<file path="src/rtl/serial_byte_receiver_if.sv">
// serial_byte_receiver_if: serial line in, byte/strobe/status out of the receiver
//   rx_in      serial line, idle high
//   D_out      last good byte
//   load       one-cycle strobe, byte valid on D_out
//   busy       frame in progress
//   frame_err  one-cycle pulse, stop bit sampled low
//   parity_err one-cycle pulse, parity mismatch
// slave is the receiver side; master is the line driver / byte consumer.
interface serial_byte_receiver_if;
    logic       rx_in;
    logic [7:0] D_out;
    logic       load;
    logic       busy;
    logic       frame_err;
    logic       parity_err;
    modport master (output rx_in, input D_out, load, busy, frame_err, parity_err);
    modport slave  (input rx_in, output D_out, load, busy, frame_err, parity_err);
endinterface

</file>
<file path="src/rtl/serial_byte_receiver.sv">
// serial_byte_receiver: oversampling UART-style receiver, one LSB-first byte per frame
//   CLK  system clock, rising edge
//   RST  asynchronous active-low reset
//   bus  serial_byte_receiver_if.slave (rx_in in; D_out, load, busy, frame_err, parity_err out)
// Define RX_PARITY_EN to add an even-parity bit between data and stop.
module serial_byte_receiver #(
    parameter int CLKS_PER_BIT = 4
) (
    input  logic                         CLK,
    input  logic                         RST,
    serial_byte_receiver_if.slave        bus
);
    localparam int TW = $clog2(CLKS_PER_BIT);
    localparam logic [TW-1:0] HALF = TW'(CLKS_PER_BIT / 2 - 1);
    localparam logic [TW-1:0] FULL = TW'(CLKS_PER_BIT - 1);
    localparam logic [2:0] IDLE  = 3'd0;
    localparam logic [2:0] START = 3'd1;
    localparam logic [2:0] DATA  = 3'd2;
    localparam logic [2:0] STOP  = 3'd4;
`ifdef RX_PARITY_EN
    localparam logic [2:0] PARITY = 3'd3;
    localparam logic [2:0] AFTER_DATA = PARITY;
`else
    localparam logic [2:0] AFTER_DATA = STOP;
`endif

    logic [1:0]    sync_q;
    logic          prev_q;
    logic [2:0]    state_q, state_d;
    logic [TW-1:0] tick_q, tick_d;
    logic [2:0]    idx_q, idx_d;
    logic [7:0]    shift_q, shift_d;
    logic [7:0]    dout_q, dout_d;
    logic          load_q, load_d;
    logic          ferr_q, ferr_d;
    logic          rx, par_ok;

    assign rx = sync_q[1];

`ifdef RX_PARITY_EN
    logic par_q, par_d;
    logic perr_q, perr_d;
    assign par_ok = (par_q == ^shift_q);
    assign bus.parity_err = perr_q;
`else
    assign par_ok = 1'b1;
    assign bus.parity_err = 1'b0;
`endif

    assign bus.D_out     = dout_q;
    assign bus.load      = load_q;
    assign bus.frame_err = ferr_q;
    assign bus.busy      = state_q != IDLE;

    always_comb begin
        state_d = state_q;
        tick_d  = tick_q + TW'(1);
        idx_d   = idx_q;
        shift_d = shift_q;
        dout_d  = dout_q;
        load_d  = 1'b0;
        ferr_d  = 1'b0;
`ifdef RX_PARITY_EN
        par_d   = par_q;
        perr_d  = 1'b0;
`endif
        case (state_q)
            IDLE: begin
                tick_d = '0;
                // Edge-triggered so a line stuck low cannot restart frames
                if (prev_q && !rx) state_d = START;
            end
            START: if (tick_q == HALF) begin
                state_d = rx ? IDLE : DATA;
                tick_d  = '0;
                idx_d   = '0;
            end
            DATA: if (tick_q == FULL) begin
                shift_d[idx_q] = rx;
                idx_d   = idx_q + 3'd1;
                tick_d  = '0;
                state_d = (idx_q == 3'd7) ? AFTER_DATA : DATA;
            end
`ifdef RX_PARITY_EN
            PARITY: if (tick_q == FULL) begin
                par_d   = rx;
                tick_d  = '0;
                state_d = STOP;
            end
`endif
            STOP: if (tick_q == FULL) begin
                // Return to IDLE mid stop bit so a following start edge is caught
                state_d = IDLE;
                tick_d  = '0;
                ferr_d  = !rx;
                load_d  = rx && par_ok;
                dout_d  = (rx && par_ok) ? shift_q : dout_q;
`ifdef RX_PARITY_EN
                perr_d  = rx && !par_ok;
`endif
            end
            default: state_d = IDLE;
        endcase
    end

    always_ff @(posedge CLK or negedge RST) begin
        if (!RST) begin
            sync_q  <= 2'b11;
            prev_q  <= 1'b1;
            state_q <= IDLE;
            tick_q  <= '0;
            idx_q   <= '0;
            shift_q <= '0;
            dout_q  <= '0;
            load_q  <= 1'b0;
            ferr_q  <= 1'b0;
        end else begin
            sync_q  <= {sync_q[0], bus.rx_in};
            prev_q  <= rx;
            state_q <= state_d;
            tick_q  <= tick_d;
            idx_q   <= idx_d;
            shift_q <= shift_d;
            dout_q  <= dout_d;
            load_q  <= load_d;
            ferr_q  <= ferr_d;
        end
    end

`ifdef RX_PARITY_EN
    always_ff @(posedge CLK or negedge RST) begin
        if (!RST) begin
            par_q  <= 1'b0;
            perr_q <= 1'b0;
        end else begin
            par_q  <= par_d;
            perr_q <= perr_d;
        end
    end
`endif
endmodule

</file>
<file path="src/flat_wrapper.sv">
// flat-port wrapper written by rule: the top's interface ports become plain ports
module serial_byte_receiver_flat 
#(
    parameter int CLKS_PER_BIT = 4
)
  (CLK, RST, bus_rx_in, bus_D_out, bus_load, bus_busy, bus_frame_err, bus_parity_err);
  serial_byte_receiver_if bus_i ();
  input  logic CLK;
  input  logic RST;
  input wire logic [$bits(bus_i.rx_in)-1:0] bus_rx_in;
  output wire logic [$bits(bus_i.D_out)-1:0] bus_D_out;
  output wire logic [$bits(bus_i.load)-1:0] bus_load;
  output wire logic [$bits(bus_i.busy)-1:0] bus_busy;
  output wire logic [$bits(bus_i.frame_err)-1:0] bus_frame_err;
  output wire logic [$bits(bus_i.parity_err)-1:0] bus_parity_err;
  assign bus_i.rx_in = bus_rx_in;
  assign bus_D_out = bus_i.D_out;
  assign bus_load = bus_i.load;
  assign bus_busy = bus_i.busy;
  assign bus_frame_err = bus_i.frame_err;
  assign bus_parity_err = bus_i.parity_err;
  serial_byte_receiver #(.CLKS_PER_BIT(CLKS_PER_BIT)) u_core (.CLK(CLK), .RST(RST), .bus(bus_i));
endmodule
</file>
<file path="config.mk">
export PLATFORM = sky130hd
export DESIGN_NAME = serial_byte_receiver_flat
export DESIGN_NICKNAME = d
export VERILOG_FILES = /design/src/rtl/serial_byte_receiver_if.sv /design/src/rtl/serial_byte_receiver.sv /design/src/flat_wrapper.sv
export SDC_FILE = /design/constraint.sdc
export NUM_CORES = 1
export LEC_CHECK = 0
export ABC_AREA = 1
export BUFFER_PORTS_ARGS = -buffer_cell sky130_fd_sc_hd__buf_2
export CORE_ASPECT_RATIO = 0.5
export CORE_UTILIZATION = 35
export CTS_CLUSTER_DIAMETER = 150
export DETAILED_ROUTE_END_ITERATION = 7
export PLACE_DENSITY = 0.55
export SLEW_MARGIN = 10
export SYNTH_ARGS = -nofsm -noshare
export SYNTH_HDL_FRONTEND = slang
export SYNTH_SLANG_ARGS = --single-unit
export TNS_END_PERCENT = 1
</file>
<file path="constraint.sdc">
create_clock -name CLK -period 1.4 [get_ports CLK]
set_input_delay 0.28 -clock CLK [delete_from_list [all_inputs] [get_ports CLK]]
set_output_delay 0.28 -clock CLK [all_outputs]
set_load 0.02 [all_outputs]
</file>
==> impl_metrics.prom <==
# TYPE chip_impl_metric gauge
chip_impl_info{name="result_of_the_run",value="finished, violations left"} 1
chip_impl_info{name="violations",value="negative setup slack"} 1
chip_impl_metric{name="finish.instance_area",unit="sq um"} 1720
chip_impl_info{name="layout.cells.most_common",value="sky130_fd_sc_hd__nand2_1"} 1
chip_impl_metric{name="mappedNetlistArea",unit="sq um"} 1430
chip_impl_metric{name="synthDistinctLibCells",unit=""} 22
chip_impl_info{name="timing_worst_setup_path_type",value="flop to primary output"} 1
chip_impl_info{name="crit_path_cell_trace",value="nor2_4, inv_2, nor2_4, inv_2, buf_6"} 1
chip_impl_metric{name="max_clock_freq",unit="MHz"} 691
chip_impl_metric{name="grt_start_max_net_pins",unit=""} 30
chip_impl_metric{name="routed_wirelength",unit="mm"} 2.62
chip_impl_metric{name="final_nets",unit=""} 203
chip_impl_metric{name="final_count_of_hold_timing_violations",unit=""} 0
chip_impl_metric{name="grt_resource_usage_total",unit="%"} 13.8
chip_impl_metric{name="gp_congestion",unit=""} 0.807
chip_impl_info{name="ctsRootBufferMaster",value="sky130_fd_sc_hd__clkbuf_8"} 1
chip_impl_metric{name="layout-drive-gt1-share",unit="%"} 24.1
chip_impl_metric{name="fin_util",unit="%"} 47.0
chip_impl_metric{name="worstPathMaxFanout",unit=""} 2
chip_impl_metric{name="route.antenna.remaining_nets",unit=""} 0
chip_impl_metric{name="routed_via_density",unit=""} 4.45
chip_impl_metric{name="number_of_clock_sinks",unit=""} 29
chip_impl_info{name="crit_slowest_cell",value="sky130_fd_sc_hd__dfrtp_2"} 1
chip_impl_metric{name="fp.dieH",unit="um"} 47.2
chip_impl_metric{name="route.detailed.drc",unit=""} 0
chip_impl_metric{name="timing.final.ws_setup",unit="ps"} -47.4
chip_impl_metric{name="syn_nets",unit=""} 179
chip_impl_metric{name="floorplan.rows",unit=""} 15
chip_impl_metric{name="clkTransAtPathRegs",unit="ps"} 60
chip_impl_metric{name="postSynthCellCount",unit=""} 170
chip_impl_metric{name="vdd_drop_max",unit="mV"} 0.637
chip_impl_metric{name="boundaryPins",unit=""} 15
chip_impl_metric{name="grt_antenna_before_repair",unit=""} 0
chip_impl_metric{name="cp.buffers_inverters",unit=""} 3
chip_impl_info{name="first_element_of_the_critical_path",value="u_core.state_q[0]"} 1
chip_impl_metric{name="worst_path_largest_cell_delay",unit="ps"} 420
chip_impl_info{name="tritoncts",value="done"} 1
chip_impl_metric{name="fin_worst_skew",unit="ps"} 2.92
chip_impl_metric{name="power_leakage",unit="nW"} 0.976
chip_impl_metric{name="synthesis.area_per_instance",unit="sq um"} 8.41
chip_impl_info{name="synth.top_cells.by_area",value="sky130_fd_sc_hd__dfrtp_1 (45%), sky130_fd_sc_hd__nand2_1 (16%), sky130_fd_sc_hd__nand3_1 (7.7%), sky130_fd_sc_hd__dfstp_2 (5.5%), sky130_fd_sc_hd__ha_1 (5.2%)"} 1
chip_impl_metric{name="finalCritPeriodShare",unit="%"} 103
chip_impl_metric{name="vias",unit=""} 1094
chip_impl_metric{name="cp_data_required_time",unit="ps"} 1120
chip_impl_metric{name="number_of_drc_markers_after_the_initial_detailed_route_iteration",unit=""} 47
chip_impl_metric{name="grt_pass1_vias",unit=""} 935
chip_impl_metric{name="start_util",unit="%"} 39.1
chip_impl_metric{name="cts-root-to-sink-buffers",unit=""} 2
chip_impl_metric{name="grt_first_pass_wirelength",unit="mm"} 4.33
chip_impl_metric{name="synth.ff_latch_count",unit=""} 29
chip_impl_metric{name="ys_seq_area_share",unit="%"} 51.0
chip_impl_metric{name="placement.cell_area",unit="sq um"} 1570
chip_impl_metric{name="post-route-min-period",unit="ps"} 1450
chip_impl_metric{name="critical_path_arrival",unit="ps"} 1170
chip_impl_info{name="final_cell_mix",value="sky130_fd_sc_hd__nand2_1 (60), sky130_fd_sc_hd__dfrtp_1 (25), sky130_fd_sc_hd__nand3_1 (21), sky130_fd_sc_hd__inv_1 (17), sky130_fd_sc_hd__buf_2 (12)"} 1
chip_impl_metric{name="yosys.area.top_type_share",unit="%"} 45.5
chip_impl_metric{name="number_of_warning_messages_in_the_yosys_log",unit=""} 0
chip_impl_metric{name="cts-buffers-inserted",unit=""} 5
chip_impl_metric{name="drt_pre_antenna_iters",unit=""} 4
chip_impl_metric{name="timing.setup.tns",unit="ps"} -47.4
chip_impl_metric{name="core-area",unit="sq um"} 3660
chip_impl_metric{name="cts.htree.levels",unit=""} 2
chip_impl_metric{name="finalMaxSlewViolations",unit=""} 0
chip_impl_metric{name="worst_skew_pair_later_pin_latency",unit="ps"} 280
chip_impl_info{name="yosysTopAreaCell",value="sky130_fd_sc_hd__dfrtp_1"} 1
chip_impl_metric{name="antenna-diode-count",unit=""} 0
chip_impl_metric{name="dieArea",unit="sq um"} 4360
chip_impl_info{name="path_delay_family",value="flip-flops"} 1
chip_impl_metric{name="cap_viol_max_count",unit=""} 0
chip_impl_metric{name="power.density",unit="nW/um^2"} 1570
chip_impl_metric{name="dieWidth",unit="um"} 92.4
chip_impl_metric{name="synth_to_layout_area_growth",unit="%"} 20.4
chip_impl_metric{name="global_route.overflow_total",unit=""} 0
chip_impl_metric{name="p_total",unit="mW"} 2.70
chip_impl_info{name="holdCritPathClass",value="input pin to async pin"} 1
chip_impl_info{name="start_kind",value="flop"} 1
chip_impl_info{name="grt_setup_unrepaired",value="yes"} 1
chip_impl_info{name="critical_path.endpoint_type",value="primary output"} 1
chip_impl_metric{name="port_buffers",unit=""} 13
chip_impl_info{name="crit-reg2reg-launch",value="u_core.state_q[0]"} 1
chip_impl_metric{name="final-setup-viol-count",unit=""} 1
chip_impl_metric{name="dp.final_hpwl",unit="mm"} 1.82
chip_impl_metric{name="detail_route.wl_per_cell",unit="um"} 10.7
-- where the power goes --
part / leakage, nW / switching (mW) / internal, mW
sequential: 0.388 / 0.0759 / 0.941
clock: 0.0542 / 0.309 / 0.443
combinational: 0.534 / 0.581 / 0.349
-- cells in the mapped netlist (all sizes together) --
master  number
buf          4
conb         1
dfrtp       26
dfstp        3
ha           6
inv         21
nand2       63
nand3       23
nand4        9
nor2        12
nor3         1
o21ai        1
-- cell families (layout without fill, tap and decap cells) --
kind of cell	Yosys count	after routing	synth area share, %
flip-flops	29	29	51.0
AO/OA/AOI/OAI	1	1	0.350
AND/OR/NAND/NOR	108	108	35.4
other	1	1	0.262
adder cells (fa/ha/maj)	6	6	5.25
buffers and inverters	25	50	7.70
-- registers in the layout, summed over array words and instances, names as in the netlist --
register and count:
u_core.state_q 3, u_core.tick_q 2, u_core.idx_q 3, u_core.prev_q 1, u_core.bus.frame_err 1, u_core.shift_q 8, u_core.bus.load 1, u_core.sync_q 2
u_core.bus.D_out 8
-- final timing paths --
check | slack [ps] | depth (start not counted) | to
setup reg to reg | 40 | 7 | u_core.shift_q[0]
setup / recovery | -50 | 5 | bus_busy
min in group CLK | 100 | 1 | u_core.sync_q[0]
max in group asynchronous | 1080 | 2 | u_core.sync_q[1]
hold reg to reg | 360 | 0 | u_core.sync_q[1]
hold / removal | 3 | 2 | u_core.state_q[2]
-- worst register-to-register path: cells and delay by family, from the launching register on --
family | cells | cell delay, ps
buf+inv | 1 | 160
simple gates | 6 | 660
flops | 1 | 420
-- routing by layer --
metal | vias to the layer above | global-route usage (%) | routed length (um)
met4 | 0 | 7.50 | 46
met3 | 5 | 4.85 | 113
met5 | - | 0 | 0
met2 | 16 | 21.3 | 1090
met1 | 484 | 17.6 | 1370
li1 | 589 | - | -
-- cell type report --
| type | count | area (sq um) |
|---|---|---|
| inverter | 21 | 81.3 |
| sequential | 29 | 731 |
| fill | 368 | 1940 |
| timing repair buffer | 21 | 131 |
| clock inverter | 1 | 5.00 |
| tap | 51 | 63.8 |
| clock buffer | 7 | 96.3 |
| multi-input combinational | 116 | 613 |
-- timing repair --
item                                    CTS  global route
gates resized for setup                   2             9
setup buffers                             3             0
endpoints found under the hold margin     0             0
hold buffers                              0             0
endpoints found under the setup margin    1            15
pin swaps                                 1             3
-- metrics by stage --
| step | worst slack (ps) | cells | hold slack, ps |
|---|---|---|---|
| global route | -96.7 | 246 | 29.7 |
| finish | -47.4 | 246 | 2.97 |
| floorplan | 148 | 170 | -15.6 |
| detailed placement | 76.4 | 235 | 319 |
| CTS | -76.9 | 246 | 12.9 |
| global placement | 78.4 | 235 | 310 |
Power figures use the tool's default switching activity.
